===== src/rtl/button_step_ctrl_if.sv =====
// Button-side bundle of the step controller: raw buttons in, Counter control code and held flag out.
interface button_step_ctrl_if;
    logic       btn_up;
    logic       btn_down;
    logic       btn_clr;
    logic [1:0] control;
    logic       held;

    modport master (
        output btn_up,
        output btn_down,
        output btn_clr,
        input  control,
        input  held
    );

    modport slave (
        input  btn_up,
        input  btn_down,
        input  btn_clr,
        output control,
        output held
    );
endinterface


===== src/rtl/button_step_ctrl.sv =====
// Push-button front end for the up/down Counter: sync, debounce, single step on press,
// auto-repeat while held, and a one-cycle clear pulse that wins over any step.
module button_step_ctrl #(
    parameter int DEBOUNCE_CYC  = 250000,
    parameter int REPEAT_DELAY  = 25000000,
    parameter int REPEAT_PERIOD = 5000000
) (
    input logic                clk,
    input logic                rst,
    button_step_ctrl_if.slave  bus
);

    localparam int DB_W   = $clog2(DEBOUNCE_CYC + 1);
    localparam int TM_MAX = (REPEAT_DELAY > REPEAT_PERIOD) ? REPEAT_DELAY : REPEAT_PERIOD;
    localparam int TM_W   = $clog2(TM_MAX + 1);

    localparam logic [DB_W-1:0] DB_LAST  = DB_W'(DEBOUNCE_CYC - 1);
    localparam logic [TM_W-1:0] DLY_LAST = TM_W'(REPEAT_DELAY - 1);
    localparam logic [TM_W-1:0] PER_LAST = TM_W'(REPEAT_PERIOD - 1);

    localparam logic [1:0] CTL_HOLD = 2'b00;
    localparam logic [1:0] CTL_UP   = 2'b01;
    localparam logic [1:0] CTL_DOWN = 2'b10;
    localparam logic [1:0] CTL_CLR  = 2'b11;

    typedef enum logic [1:0] {
        IDLE     = 2'd0,
        HOLD_DLY = 2'd1,
        REPEAT   = 2'd2
    } state_t;

    // Bit order in the per-button vectors: 0 = up, 1 = down, 2 = clear.
    logic [2:0]      btn_s;
    logic [2:0]      sync1_q, sync2_q;
    logic [2:0]      db_q, db_d;
    logic [DB_W-1:0] db_cnt_q [3];
    logic [DB_W-1:0] db_cnt_d [3];
    logic            clr_prev_q;

    state_t          state_q, state_d;
    logic [TM_W-1:0] timer_q, timer_d;
    logic            dir_q, dir_d;
    logic [1:0]      control_q, control_d;
    logic            held_q, held_d;

    logic            dir_valid_s;
    logic            dir_s;
    logic            step_s;
    logic            clr_rise_s;

    assign btn_s       = {bus.btn_clr, bus.btn_down, bus.btn_up};
    assign dir_valid_s = db_q[0] ^ db_q[1];
    assign dir_s       = db_q[1];
    assign clr_rise_s  = db_q[2] & ~clr_prev_q;

    // Per-button debounce: flip only after DEBOUNCE_CYC consecutive differing samples.
    always_comb begin
        for (int i = 0; i < 3; i++) begin
            db_d[i]     = db_q[i];
            db_cnt_d[i] = {DB_W{1'b0}};
            if (sync2_q[i] != db_q[i]) begin
                if (db_cnt_q[i] == DB_LAST) begin
                    db_d[i] = ~db_q[i];
                end else begin
                    db_cnt_d[i] = db_cnt_q[i] + DB_W'(1);
                end
            end else begin
                db_cnt_d[i] = {DB_W{1'b0}};
            end
        end
    end

    // Step FSM with one shared timer; clear overrides any step issued in the same cycle.
    always_comb begin
        state_d = state_q;
        timer_d = timer_q;
        dir_d   = dir_q;
        step_s  = 1'b0;
        case (state_q)
            IDLE: begin
                timer_d = {TM_W{1'b0}};
                if (dir_valid_s) begin
                    step_s  = 1'b1;
                    dir_d   = dir_s;
                    state_d = HOLD_DLY;
                end else begin
                    state_d = IDLE;
                end
            end
            HOLD_DLY, REPEAT: begin
                if (!dir_valid_s || (dir_s != dir_q)) begin
                    state_d = IDLE;
                    timer_d = {TM_W{1'b0}};
                end else if (timer_q == ((state_q == HOLD_DLY) ? DLY_LAST : PER_LAST)) begin
                    step_s  = 1'b1;
                    state_d = REPEAT;
                    timer_d = {TM_W{1'b0}};
                end else begin
                    timer_d = timer_q + TM_W'(1);
                end
            end
            default: begin
                state_d = IDLE;
                timer_d = {TM_W{1'b0}};
            end
        endcase

        if (clr_rise_s) begin
            control_d = CTL_CLR;
        end else if (step_s) begin
            control_d = dir_d ? CTL_DOWN : CTL_UP;
        end else begin
            control_d = CTL_HOLD;
        end
        held_d = (state_d != IDLE);
    end

    // State registers, synchronous active-high reset.
    always_ff @(posedge clk) begin
        if (rst) begin
            sync1_q    <= 3'b000;
            sync2_q    <= 3'b000;
            db_q       <= 3'b000;
            clr_prev_q <= 1'b0;
            for (int i = 0; i < 3; i++) begin
                db_cnt_q[i] <= {DB_W{1'b0}};
            end
            state_q    <= IDLE;
            timer_q    <= {TM_W{1'b0}};
            dir_q      <= 1'b0;
            control_q  <= CTL_HOLD;
            held_q     <= 1'b0;
        end else begin
            sync1_q    <= btn_s;
            sync2_q    <= sync1_q;
            db_q       <= db_d;
            clr_prev_q <= db_q[2];
            for (int i = 0; i < 3; i++) begin
                db_cnt_q[i] <= db_cnt_d[i];
            end
            state_q    <= state_d;
            timer_q    <= timer_d;
            dir_q      <= dir_d;
            control_q  <= control_d;
            held_q     <= held_d;
        end
    end

    assign bus.control = control_q;
    assign bus.held    = held_q;

endmodule

===== src/flat_wrapper.sv =====
// flat-port wrapper written by rule: the top's interface ports become plain ports
module button_step_ctrl_flat 
#(
    parameter int DEBOUNCE_CYC  = 250000,
    parameter int REPEAT_DELAY  = 25000000,
    parameter int REPEAT_PERIOD = 5000000
)
  (clk, rst, bus_btn_up, bus_btn_down, bus_btn_clr, bus_control, bus_held);
  button_step_ctrl_if bus_i ();
  input logic clk;
  input logic rst;
  input wire logic [$bits(bus_i.btn_up)-1:0] bus_btn_up;
  input wire logic [$bits(bus_i.btn_down)-1:0] bus_btn_down;
  input wire logic [$bits(bus_i.btn_clr)-1:0] bus_btn_clr;
  output wire logic [$bits(bus_i.control)-1:0] bus_control;
  output wire logic [$bits(bus_i.held)-1:0] bus_held;
  assign bus_i.btn_up = bus_btn_up;
  assign bus_i.btn_down = bus_btn_down;
  assign bus_i.btn_clr = bus_btn_clr;
  assign bus_control = bus_i.control;
  assign bus_held = bus_i.held;
  button_step_ctrl #(.DEBOUNCE_CYC(DEBOUNCE_CYC), .REPEAT_DELAY(REPEAT_DELAY), .REPEAT_PERIOD(REPEAT_PERIOD)) u_core (.clk(clk), .rst(rst), .bus(bus_i));
endmodule

===== config.mk =====
export PLATFORM = sky130hd
export DESIGN_NAME = button_step_ctrl_flat
export DESIGN_NICKNAME = d
export VERILOG_FILES = /design/src/rtl/button_step_ctrl_if.sv /design/src/rtl/button_step_ctrl.sv /design/src/flat_wrapper.sv
export SDC_FILE = /design/constraint.sdc
export NUM_CORES = 1
export LEC_CHECK = 0
export ABC_AREA = 1
export CAP_MARGIN = 20
export CORE_MARGIN = 2
export CORE_UTILIZATION = 40
export DETAILED_ROUTE_END_ITERATION = 10
export GPL_ROUTABILITY_DRIVEN = 0
export HOLD_SLACK_MARGIN = 0.08
export PLACE_DENSITY = 0.65
export SKIP_CTS_REPAIR_TIMING = 1
export SKIP_LAST_GASP = 1
export SLEW_MARGIN = 30
export SYNTH_ARGS = -nofsm -noshare
export SYNTH_HDL_FRONTEND = slang
export SYNTH_SLANG_ARGS = --single-unit

===== constraint.sdc =====
create_clock -name clk -period 2.26 [get_ports clk]
set_input_delay 0.226 -clock clk [delete_from_list [all_inputs] [get_ports clk]]
set_output_delay 0.226 -clock clk [all_outputs]
set_load 0.01 [all_outputs]

# ---- Yosys cells after proc, flatten, opt, wreduce, memory -nomap -nowiden
# Memories as Yosys holds them, arrays and structs flattened.
# Cells that the tools add are included.
dict set report word_totals {
  regBits 41
  mem_bits_rw 54
  in_bits 5
  out_inout_bits 3
  word_cells 71
  n_memories 1
}
# memory depth width rd rd_clocked_by_memory_dff write_ports line_no
set mem_list {}
lappend mem_list {u_core.db_cnt_q 3 18 3 0 3 button_step_ctrl.sv:36} ;# logic [DB_W-1:0] db_cnt_q [3];
dict set report op_classes {
  addsub 4
  n_eq_ne 10
  n_mux 26
  bitwise 10
  reduce_logical 9
}
# operator count
set op_table {}
lappend op_table {{$mux 18} 9}
lappend op_table {{$add 18x1->18 const B} 3}
lappend op_table {{$eq 18x18->1 const B} 3}
lappend op_table {{$add 25x1->25 const B} 1}
lappend op_table {{$eq 25x25->1} 1}
lappend op_table {{$mux 25} 1}
lappend op_table {{$mux 2} 5}
lappend op_table {{$mux 1} 9}
lappend op_table {{$reduce_and 2->1} 3}
lappend op_table {{$not 1->1} 5}
lappend op_table {{$ne 1x1->1} 4}
lappend op_table {{$pmux 2 s2} 1}
lappend op_table {{$reduce_or 4->1} 1}
lappend op_table {{$or 1x1->1} 3}
lappend op_table {{$eq 2x1->1 const B} 1}
lappend op_table {{$eq 2x2->1 const B} 1}
lappend op_table {{$logic_not 2->1} 1}
lappend op_table {{$pmux 1 s2} 1}
lappend op_table {{$reduce_bool 2->1} 1}
lappend op_table {{$reduce_or 2->1} 1}
lappend op_table {{$and 1x1->1} 1}
lappend op_table {{$logic_not 1->1} 1}
lappend op_table {{$logic_or 1x1->1} 1}
lappend op_table {{$xor 1x1->1} 1}

# ---- Depth between registers and ports, before layout
dict set report depth {
  word_depth 8
  depth_mapped 11
  depth_no_buf 11
}

# ---- Worst setup path before layout
# OpenSTA, ideal clock, no wires.
dict set report synth_timing {
  kind {flip-flop to flip-flop}
  start {memory u_core.db_cnt_q[0][36] in the netlist's numbering}
  end {memory u_core.db_cnt_q[0][44] in the netlist's numbering}
  setup_ns 0.115
  t_arrival_ns 1.432
  required_time_ns 2.145
  path_slack_ns 0.713
  stages_incl_launch_ff 11
  n_path_buf 1
  period_less_slack_ns 1.547
  path_cell_list {dfxtp_1 ha_1 nand2_2 nor2_2 inv_1 or2_4 nor2_4 nand2_2 nand2_4 buf_12 nor2_2}
}
# item line_no
set synth_lines {}
lappend synth_lines {{start, declared} button_step_ctrl.sv:36}

==> flow_metrics.tcl <==
set metrics [dict create \
    outcome "completed" \
    clock_sinks 95 \
    core_sq_um 11900 \
    start_util_pct 40.6 \
    port-buffer-count 7 \
    setup_violations 0 \
    routedWlPerCell_microns 10.7 \
    grt_usage_pct 14.6 \
    synth_top_area_share_pct 39.4 \
    first_pass_iters 5 \
    final.min_clock_period_ns 1.82 \
    required_ns 2.49 \
    vias_per_cell 4.84 \
    die_x_microns 114 \
    leakage_uw 0.00176 \
    path_class "reg2reg" \
    ant_nets 0 \
    nets 697 \
    io_pins 8 \
    dr_total_vias 4043 \
    max_freq_ghz 0.549 \
    clock_skew_ns 0.00773 \
    clkLatencyLatePin_ns 0.34 \
    crit_top_cell "inv_1" \
    synth_largest_area_cell "dfxtp_1" \
    peakVddDrop_v 0.000414 \
    htree_levels 3 \
    clk_path_buf_depth 2 \
    synth.avg_cell_area_sq_um 7.19 \
    rsz0062_at_grt "no" \
    die_area_sq_um 13000 \
    root_buffer "clkbuf_16" \
    synth_area_sq_um 4830 \
    num_rows 40 \
    stdcell_area_sq_um 5290 \
    synth.yosys.warnings 0 \
    grt_overflow 0 \
    die_h_microns 114 \
    nFillCells 1212 \
    hp-class "reg2reg" \
    cts_tree "built" \
    ys_seq_area_share_pct 39.4 \
    clk_pin_slew_worst_paths_ns 0.06 \
    drtIter0Drc 158 \
    worstPathArrival_ns 2.05 \
    grt_max_degree 26 \
    min_from "u_core.sync1_q[1]" \
    ff2ff_setup_slack_ns 0.44 \
    grt_pass1_wl_mm 15.8 \
    min_path_cells 2 \
    async_flop_share_pct 0 \
    hold_viol 0 \
    place_area_sq_um 5020 \
    post-dp-hpwl_mm 6.71 \
    synth_ff_type "dfxtp_1" \
    cts_buffers 9 \
    critPathSlowestCell "dfxtp_1" \
    tightest_slew_ns 0.459 \
    synth_cell_types 39 \
    drive_gt1_share_pct 11.2 \
    cpPeakStageDelay_ns 0.46 \
    drc 0 \
    relSlewSlack_pct 69.1 \
    rr_startpoint "u_core.db_cnt_q[0][18]" \
    p_per_area_nw_per_um2 593 \
    drv_slew 0 \
    maxCapViolations 0 \
    r2r_cells 10 \
    synth-edff-count 0 \
    min_to "u_core.sync2_q[1]" \
    crit_path_cell_trace "ha_1 -> nand2_1 -> inv_1 -> nand2_1 -> nor2_1 -> inv_1 -> o21bai_4 -> inv_1 -> nand2_1 -> inv_1" \
    area_delta_synth_final_pct 9.55 \
    finalCritPeriodShare_pct 80.6 \
    postSynthCellCount 672 \
    crit_path_start_kind "register" \
    synth_area_leaders "dfxtp_1 39%, nand2_1 10%, nor2_1 7.9%" \
    crit_fanout 17 \
    wirelength_mm 8.91 \
    timing.rr.end "u_core.db_cnt_q[0][33]" \
    grt_pass1_vias 3833 \
    antenna_found_initial 0 \
    syn_nets 684 \
    diodes 0 \
    tns_ns 0 \
    ys_ff_latch 95 \
    endpoint_kind "register" \
]
## sequential cells by signal, summed over array words and instances, names as in the netlist
name / cells
u_core.sync1_q: 3
u_core.clr_prev_q: 1
u_core.state_q: 2
u_core.sync2_q: 3
u_core.timer_q: 25
u_core.bus.held: 1
u_core.dir_q: 1
u_core.db_cnt_q: 54
u_core.bus.control: 2
u_core.db_q: 3
## routing by layer
metal	part of all wire, %	global-route usage (%)	vias to the layer above
met1	49	17.7	1796
met4	1.9	6.99	0
met3	2.8	2.18	15
li1	-	-	2175
met2	47	25.4	57
met5	0	0	-
## layout by cell type (no fill, tap or decap), types with 3 or more instances in the layout
| master | synthesis | routed |
|---|---|---|
| nor3_1 | 34 | 34 |
| clkdlybuf4s50_1 | 0 | 7 |
| inv_2 | 3 | 3 |
| nor2_2 | 19 | 19 |
| clkbuf_1 | 1 | 3 |
| xor2_1 | 13 | 13 |
| nor3b_1 | 6 | 6 |
| nand4_1 | 19 | 19 |
| nand3b_1 | 8 | 8 |
| clkbuf_16 | 0 | 9 |
| dfxtp_1 | 95 | 95 |
| or2_2 | 5 | 5 |
| or2_0 | 4 | 4 |
| nand2_1 | 134 | 134 |
| a21oi_1 | 27 | 27 |
| clkbuf_8 | 0 | 3 |
| ha_1 | 7 | 7 |
| a21oi_2 | 10 | 10 |
| nand2_2 | 9 | 9 |
| xnor2_1 | 9 | 9 |
| nor2_1 | 102 | 102 |
| nor2_4 | 3 | 3 |
| o21ai_0 | 12 | 12 |
| nor3_2 | 4 | 4 |
| nand3_2 | 6 | 6 |
| inv_1 | 91 | 91 |
| nand3_1 | 31 | 31 |
## per-stage QoR
step	power (uW)	hold slack (ns)	setup slack (ns)	instances	utilization, %
3_3_place_gp	1750	0.391	0.525	821	42.1
5_1_grt	3240	0.421	0.188	836	44.4
6_report	3140	0.404	0.439	836	44.4
4_1_cts	3180	0.402	0.443	836	44.4
2_1_floorplan	1750	0.333	0.713	672	-
3_5_place_dp	1760	0.400	0.462	821	42.1
## cell families (layout without fill, tap and decap cells)
family | count (synthesis) | after routing | share of synthesized area, %
compound gates | 56 | 56 | 7.04
buf+inv | 100 | 117 | 8.91
fa+ha+maj | 7 | 7 | 1.81
simple gates | 392 | 392 | 38.9
flops | 95 | 95 | 39.4
xor+xnor | 22 | 22 | 3.99
## critical path, delay by kind of cell, from the launching register on
kind                       cells  cell delay [ns]
AOI/OAI and AO/OA              1             0.40
DFF                            1             0.46
buffers and inverters          4             0.32
and+or+nand+nor                4             0.31
adders and majority gates      1             0.21
## worst max path at each step
stage / slack [ns] / to / from / cells past startpoint
2_1_floorplan: 0.71 / u_core.db_cnt_q[0][44] / u_core.db_cnt_q[0][36] / 10
3_3_place_gp: 0.52 / u_core.db_cnt_q[0][33] / u_core.db_cnt_q[0][18] / 10
3_5_place_dp: 0.46 / u_core.db_cnt_q[0][33] / u_core.db_cnt_q[0][18] / 10
4_1_cts: 0.44 / u_core.db_cnt_q[0][33] / u_core.db_cnt_q[0][18] / 10
5_1_grt: 0.19 / u_core.db_cnt_q[0][33] / u_core.db_cnt_q[0][18] / 10
6_report: 0.44 / u_core.db_cnt_q[0][33] / u_core.db_cnt_q[0][18] / 10
## cell usage after synthesis, types with 5 or more instances
| library cell | number |
|---|---|
| a21oi_1 | 27 |
| inv_1 | 91 |
| nor2_2 | 19 |
| nand2_2 | 9 |
| nand4_1 | 19 |
| ha_1 | 7 |
| a21oi_2 | 10 |
| xnor2_1 | 9 |
| nand2_1 | 134 |
| nand3_1 | 31 |
| or2_2 | 5 |
| nor3b_1 | 6 |
| dfxtp_1 | 95 |
| nor3_1 | 34 |
| o21ai_0 | 12 |
| nand3_2 | 6 |
| xor2_1 | 13 |
| nor2_1 | 102 |
| nand3b_1 | 8 |
## cell type report
class / count / area, sq um / area share (%)
multi-input cells: 477 / 2500 / 47.2
clock buffers: 15 / 278 / 5.25
flip-flops and latches: 95 / 1900 / 35.9
repair buffers: 8 / 77.6 / 1.47
inverters: 94 / 353 / 6.67
well taps: 147 / 184 / 3.47
## where the power goes
part / internal, uW / total [uW] / switching (uW)
sequential: 1680 / 1690 / 4.59
combinational: 13.1 / 32.6 / 19.5
clock: 832 / 1420 / 591
No activity file was read; power rests on OpenSTA's default activity.
